===== config.mk =====
export PLATFORM = sky130hd
export DESIGN_NAME = adc_serial_reader
export DESIGN_NICKNAME = d
export VERILOG_FILES = /design/src/rtl/adc_serial_reader.sv
export SDC_FILE = /design/constraint.sdc
export NUM_CORES = 1
export LEC_CHECK = 0
export CAP_MARGIN = 20
export CORE_MARGIN = 5
export CORE_UTILIZATION = 55
export CTS_CLUSTER_SIZE = 14
export DETAILED_ROUTE_END_ITERATION = 8
export GPL_TIMING_DRIVEN = 0
export PLACE_DENSITY = 0.75
export SYNTH_ARGS = -nofsm -noshare
export SYNTH_HDL_FRONTEND = slang
export SYNTH_SLANG_ARGS = --single-unit

===== constraint.sdc =====
create_clock -name CLK -period 4.3 [get_ports CLK]
set_clock_uncertainty 0.05 [all_clocks]
set_input_delay 0.86 -clock CLK [delete_from_list [all_inputs] [get_ports CLK]]
set_output_delay 0.86 -clock CLK [all_outputs]
set_load 0.01 [all_outputs]

===== src/rtl/adc_serial_reader.sv =====
// rtl/adc_serial_reader.sv - dual AD7643 conversion sequencer and serial reader
// Periodic ADCLK start, busy wait with timeout, 18-bit shift-in, 16-bit valid/ready output.
module adc_serial_reader #(
  parameter int SCLK_DIV     = 1,
  parameter int PERIOD       = 100,
  parameter int BUSY_TIMEOUT = 64
) (
  input  logic        CLK,
  input  logic        RST,
  input  logic        EN,
  input  logic        CLR,
  input  logic        BUSYAD0,
  input  logic        BUSYAD1,
  input  logic        SDOUT0,
  input  logic        SDOUT1,
  output logic        ADCLK,
  output logic        SCLK,
  output logic        CS,
  output logic [15:0] DA,
  output logic [15:0] DB,
  output logic        DVALID,
  input  logic        DREADY,
  output logic        OVF,
  output logic        ERR,
  output logic [15:0] SCNT
);

  localparam int PER_W = $clog2(PERIOD);
  localparam int TO_W  = $clog2(BUSY_TIMEOUT + 1);
  localparam int DIV_W = $clog2(SCLK_DIV + 1);

  localparam logic [PER_W-1:0] PER_LAST = PER_W'(PERIOD - 1);
  localparam logic [PER_W-1:0] PER_ONE  = PER_W'(1);
  localparam logic [TO_W-1:0]  TO_LAST  = TO_W'(BUSY_TIMEOUT - 1);
  localparam logic [TO_W-1:0]  TO_ONE   = TO_W'(1);
  localparam logic [DIV_W-1:0] DIV_LAST = DIV_W'(SCLK_DIV - 1);
  localparam logic [DIV_W-1:0] DIV_ONE  = DIV_W'(1);

  typedef enum logic [2:0] {
    S_IDLE, S_CONV, S_WAITB, S_SHIFT, S_STORE, S_HOLD
  } state_t;

  state_t             r_state;
  logic               r_adclk;
  logic               r_sclk;
  logic [15:0]        r_da;
  logic [15:0]        r_db;
  logic               r_dvalid;
  logic               r_ovf;
  logic               r_err;
  logic [15:0]        r_scnt;
  logic [17:0]        r_sh0;
  logic [17:0]        r_sh1;
  logic [PER_W-1:0]   r_period_cnt;
  logic [TO_W-1:0]    r_wait_cnt;
  logic [DIV_W-1:0]   r_div_cnt;
  logic [4:0]         r_bit_cnt;
  logic               r_conv_cnt;
  logic [1:0]         r_busy_s1;
  logic [1:0]         r_busy_s2;
  logic               r_busy_seen;

  logic w_xfer;
  logic w_busy_any;
  logic w_period_done;

  assign w_xfer        = r_dvalid & DREADY;
  assign w_busy_any    = |r_busy_s2;
  assign w_period_done = (r_period_cnt == PER_LAST);

  always_ff @(posedge CLK or posedge RST) begin
    if (RST) begin
      r_state      <= S_IDLE;
      r_adclk      <= 1'b1;
      r_sclk       <= 1'b0;
      r_da         <= '0;
      r_db         <= '0;
      r_dvalid     <= 1'b0;
      r_ovf        <= 1'b0;
      r_err        <= 1'b0;
      r_scnt       <= '0;
      r_sh0        <= '0;
      r_sh1        <= '0;
      r_period_cnt <= '0;
      r_wait_cnt   <= '0;
      r_div_cnt    <= '0;
      r_bit_cnt    <= '0;
      r_conv_cnt   <= 1'b0;
      r_busy_s1    <= '0;
      r_busy_s2    <= '0;
      r_busy_seen  <= 1'b0;
    end else begin
      // BUSY comes from the converter's own timing domain
      r_busy_s1 <= {BUSYAD1, BUSYAD0};
      r_busy_s2 <= r_busy_s1;

      // Saturates so a late HOLD entry still releases immediately
      if (!w_period_done)
        r_period_cnt <= r_period_cnt + PER_ONE;

      if (w_xfer)
        r_dvalid <= 1'b0;

      case (r_state)
        S_IDLE: begin
          if (EN) begin
            r_state      <= S_CONV;
            r_adclk      <= 1'b0;
            r_conv_cnt   <= 1'b0;
            r_period_cnt <= '0;
          end
        end
        S_CONV: begin
          if (r_conv_cnt) begin
            r_state     <= S_WAITB;
            r_adclk     <= 1'b1;
            r_wait_cnt  <= '0;
            r_busy_seen <= 1'b0;
          end else begin
            r_conv_cnt <= 1'b1;
          end
        end
        S_WAITB: begin
          if (r_busy_seen && !w_busy_any) begin
            r_state   <= S_SHIFT;
            r_div_cnt <= '0;
            r_bit_cnt <= '0;
            r_sclk    <= 1'b0;
          end else if (r_wait_cnt == TO_LAST) begin
            r_err   <= 1'b1;
            r_state <= S_HOLD;
          end else begin
            r_wait_cnt <= r_wait_cnt + TO_ONE;
            if (w_busy_any)
              r_busy_seen <= 1'b1;
          end
        end
        S_SHIFT: begin
          if (r_div_cnt == DIV_LAST) begin
            r_div_cnt <= '0;
            r_sclk    <= ~r_sclk;
            if (!r_sclk) begin
              r_sh0 <= {r_sh0[16:0], SDOUT0};
              r_sh1 <= {r_sh1[16:0], SDOUT1};
            end else if (r_bit_cnt == 5'd17) begin
              r_state <= S_STORE;
            end else begin
              r_bit_cnt <= r_bit_cnt + 5'd1;
            end
          end else begin
            r_div_cnt <= r_div_cnt + DIV_ONE;
          end
        end
        S_STORE: begin
          r_scnt  <= r_scnt + 16'd1;
          r_state <= S_HOLD;
          // A pending word being accepted this edge frees the slot for the new one
          if (!r_dvalid || DREADY) begin
            r_da     <= r_sh0[17:2];
            r_db     <= r_sh1[17:2];
            r_dvalid <= 1'b1;
          end else begin
            r_ovf <= 1'b1;
          end
        end
        S_HOLD: begin
          if (w_period_done) begin
            if (EN) begin
              r_state      <= S_CONV;
              r_adclk      <= 1'b0;
              r_conv_cnt   <= 1'b0;
              r_period_cnt <= '0;
            end else begin
              r_state <= S_IDLE;
            end
          end
        end
        default: r_state <= S_IDLE;
      endcase

      if (CLR) begin
        r_ovf  <= 1'b0;
        r_err  <= 1'b0;
        r_scnt <= '0;
      end
    end
  end

  assign ADCLK  = r_adclk;
  assign SCLK   = r_sclk;
  assign CS     = 1'b0;
  assign DA     = r_da;
  assign DB     = r_db;
  assign DVALID = r_dvalid;
  assign OVF    = r_ovf;
  assign ERR    = r_err;
  assign SCNT   = r_scnt;

endmodule


## Word level (Yosys, flattened, before mapping)

Index checks and enable logic that the tools add are counted.

| storage, ports and cells | value |
|---|---|
| output and inout bits | 54 |
| logic and storage cells | 125 |
| register bits | 118 |
| input port bits | 9 |

| cells by class | value |
|---|---|
| multiplexer cells | 52 |
| reduce and logical (&&, ||, !) cells | 24 |
| equal/unequal tests | 22 |
| $add $sub $neg | 5 |
| bitwise logic cells | 3 |

Operators by type and width:

| operator | number |
|---|---|
| 2-to-1 mux 7 bit | 6 |
| 2-to-1 mux 16 bit | 2 |
| case mux 7 bit (2 select lines) | 2 |
| inequality test 2 bit (second input constant) | 13 |
| 2-to-1 mux 3 bit | 8 |
| 2-to-1 mux 1 bit | 23 |
| 2-to-1 mux 5 bit | 4 |
| case mux 3 bit (6 select lines) | 1 |
| adder 16 x 1 -> 16 bit (second input constant) | 1 |
| adder 7 x 1 -> 7 bit (second input constant) | 2 |
| AND reduction 3 bit | 4 |
| case mux 5 bit (2 select lines) | 1 |
| AND reduction 5 bit | 2 |
| nonzero test 2 bit | 5 |
| AND reduction 2 bit | 4 |
| == test 7 x 6 -> 1 bit (second input constant) | 1 |
| == test 7 bit (second input constant) | 1 |
| AND reduction 7 bit | 1 |
| == test 3 x 2 -> 1 bit (second input constant) | 2 |
| == test 3 bit (second input constant) | 2 |
| case mux 1 bit (2 select lines) | 3 |
| case mux 1 bit (3 select lines) | 2 |
| adder 5 x 1 -> 5 bit (second input constant) | 1 |
| == test 5 bit (second input constant) | 1 |
| 12 further kinds | 14 |

## Longest topological paths before layout

| depth | value |
|---|---|
| depth after elaboration | 6 |
| gate-level depth with buffers | 7 |
| depth with buffers taken out | 7 |

## Worst setup path after synthesis

Ideal clock, no wire load.

| timing | value |
|---|---|
| path kind | input to register |
| start point | input EN |
| end point | register r_state[2] |
| path buffers | 0 |
| path slack | 2.335 ns |
| arrival | 1.766 ns |
| cell stages on the path | 5 |
| setup time | 0.150 ns |
| data required time | 4.100 ns |
| cell sequence | nor3_1 a21oi_1 a311oi_1 o22a_1 o22ai_1 |

| on the way | value |
|---|---|
| cells in the longest elaborated chain, start to end | 2 |

RTL lines:

| what | RTL line | text |
|---|---|---|
| from (decl) | 10 | `input logic EN,` |
| inequality test 2 bit (no source line) | n/a |  |
| AND reduction 7 bit (no source line) | n/a |  |
| to (signal assigned) | 73 | `r_state <= S_IDLE;` |
| to (signal assigned) | 107 | `r_state <= S_CONV;` |
| to (signal assigned) | 115 | `r_state <= S_WAITB;` |
| to (decl) | 43 | `state_t r_state;` |

No other way between the ends.
A chain may end at the register's enable or synchronous reset.

## Final worst setup path

| timing | value |
|---|---|
| start point | register r_sclk (netlist: SCLK) |
| end point | output SCLK |

RTL lines:

| what | RTL line | text |
|---|---|---|
| from (decl) | 45 | `logic r_sclk;` |
| from (signal assigned) | 141 | `r_sclk <= ~r_sclk;` |
| to (decl) | 17 | `output logic SCLK,` |

No word-level cell between the ends.

==> flow_summary.toml <==
[clock_tree]
insertion_delay_ns = 0.50
clk_path_buf_depth = 2
htree_levels = 4
cts_hold_buf = 0
ctsResizeCount = 0
post-cts-setup-buffers = 0
cts_buffers = 17
clock_sinks = 117
root_buffer = "clkbuf_8"
cts_tree = "done"
clkTransAtPathRegs_ns = 0.06

[floorplan]
pin_count = 63
initial_utilization_pct = 56.4
fp.dieW_um = 105
die_h_um = 105
dieArea_mm2 = 0.0109
num_rows = 34
core_mm2 = 0.00872

[routing]
drcViolationCount = 0
wl_mm = 9.35
ant_nets = 0
detail_route.vias_per_cell = 5.42
wl_per_cell_um = 15.8
drt_iter0_markers = 98
drt_pass1_iterations = 4
num_vias = 3204

[setup_path]
setup.worst_path.start_class = "register"
cp_slowest_cell = "clkdlybuf4s50_1"
cp_num_buf_inv = 1
worstSetupStartpoint = "SCLK$_DFFE_PP0P_"
cp.depth = 1
cp.required_ns = 3.39
endpoint_kind = "primary output"
worstPathMaxFanout = 8
r2r_start = "r_state[1]$_DFFE_PP0P_"
cp.arrival_ns = 1.62
path_class = "reg -> out"
max_stage_delay_ns = 0.60
crit_chain = "clkdlybuf4s50_1"
reg2reg_depth = 5
path_delay_family = "buffers and inverters"

[timing]
setup-violations-final = 0
hold_viol_final = 0
period_share_pct = 58.8
timing.fmax_ghz = 0.396
slew_violations = 0
whs_ns = 0.303
fin_crit_ns = 2.53
worst_pin_slew_ns = 0.717
rsz0062_at_grt = "false"
slew_headroom_pct = 52.2

[yosys]
yosys.area.top_type = "dfrtp_1"
synthesis.nets = 404
ys_types = 56
synth_cells = 390
yosys-top-cells-area = "dfrtp_1 59%, mux2_2 15%, nor2_1 3.0%, xor2_1 2.1%, nand2_1 1.9%"
synth_seq_cells = 117
yosys_warnings = 0
synth_edf_count = 0
synth_commonest_cells = "116 x dfrtp_1, 67 x mux2_2, 39 x nor2_1, 25 x nand2_1, 12 x xor2_1"
synth.top_cell.area_share_pct = 59.0
synthArstFlopShare_pct = 100
synth_top_flop_cell = "dfrtp_1"
syn_area_mm2 = 0.00492
syn_avg_cell_area_um2 = 12.6
synth_most_common_cell = "dfrtp_1"
synth.yosys.seq_area_share_pct = 59.5

[placement]
numPortBuffers = 60
gp_congestion = 0.876
dp_cells = 559
place_hpwl_mm = 6.14

[outcome]
outcome = "finished, final reports clean"

[min_path]
whs_path_depth = 0
hold_start = "r_busy_s1[0]$_DFF_PP0_"
hold_class = "reg -> reg"

[global_routing]
grt_usage_pct = 18.3
grt.overflow.total = 0
grt_pass1_wl_mm = 16.4
grt_pass1_vias = 3360
grt_max_degree = 62
antenna_found_initial = 0

[power]
powerDensity_mw_per_mm2 = 576
power_uw = 3620
leakage_uw = 0.00292
peakVddDrop_mv = 0.337

[finish]
multi_input_area_mm2 = 0.00189
drive_gt1_share_pct = 24.4
instances_no_fill = 591
fill_cells = 586
area_delta_synth_final_pct = 27.6
regArea_mm2 = 0.00293
diodes = 0
fin_nets = 484

[run]
cap_violations = 0
==> flip-flops by register name, summed over array words and instances (netlist names), 2 cells and up <==
| signal | flops |
|---|---|
| DB | 16 |
| r_sh0 | 18 |
| r_period_cnt | 7 |
| r_sh1 | 18 |
| r_busy_s2 | 2 |
| SCNT | 16 |
| DA | 16 |
| r_state | 3 |
| r_bit_cnt | 5 |
| r_wait_cnt | 7 |
| r_busy_s1 | 2 |
==> final timing paths <==
check | endpoint | slack, ns
setup / recovery | SCLK | 1.77
hold / removal | r_busy_s2[0]$_DFF_PP0_ | 0.30
setup reg to reg | r_sh0[13]$_DFFE_PP0P_ | 2.14
hold reg to reg | r_busy_s2[0]$_DFF_PP0_ | 0.30
max in group asynchronous | r_sh1[14]$_DFFE_PP0P_ | 2.67
min in group asynchronous | r_bit_cnt[0]$_DFFE_PP0P_ | 0.79
==> cell families after synthesis <==
kind of cell	count (synthesis)	share of synthesized area (%)
flip-flops	117	59.5
multiplexers	69	15.8
other	1	0.0762
AND/OR/NAND/NOR	115	12.0
buffers and inverters	21	2.08
adder cells (fa/ha/maj)	5	1.27
AO/OA/AOI/OAI	40	5.42
XOR/XNOR	22	3.92
==> cell type report <==
cell class	count	area share, %
repair buffers	61	10.0
plain buffers	14	1.22
clock inverters	14	2.81
flip-flops and latches	117	46.6
well taps	108	2.15
multi-input cells	252	30.1
inverters	7	0.458
clock buffers	18	6.65
==> per-layer routing <==
metal	part of all wire [%]	vias up	GRT usage, %
li1	-	1532	-
met1	45	1585	23.7
met2	48	82	28.8
met3	6.5	5	7.09
met4	0.65	0	5.57
met5	0	-	0
==> cells in the final DEF (no fill, tap or decap), types with 4 or more instances in the layout <==
cell and instances:
dfrtp_1 116, mux2_2 67, clkdlybuf4s50_1 60, nor2_1 39, nand2_1 25, clkbuf_16 16, xor2_1 12, o21ai_0 11
xnor2_1 10, nand3_1 10, nor3_1 9, a21oi_1 8, nand4_1 8, buf_2 7, inv_1 5, ha_1 5
clkinvlp_4 5, clkbuf_1 4, nand2b_1 4
==> power breakdown <==
part           internal [µW]  switching, µW  total [µW]
registers               1280            144        1430
logic                    385            408         794
clock network            887            510        1400
total                   2560           1060        3620
==> per-stage QoR <==
stage | util (%) | instance area [µm²] | TNS [ns] | setup WS [ns]
after floorplan | - | 4920 | 0 | 0.291
after global placement | 64.9 | 5660 | -146.11 | -1.27
after detailed placement | 65.2 | 5690 | 0 | 1.73
after CTS | 72.0 | 6280 | 0 | 1.73
after global routing | 72.0 | 6280 | 0 | 1.69
final | 72.0 | 6280 | 0 | 1.77
No activity file was read; power rests on OpenSTA's default activity.
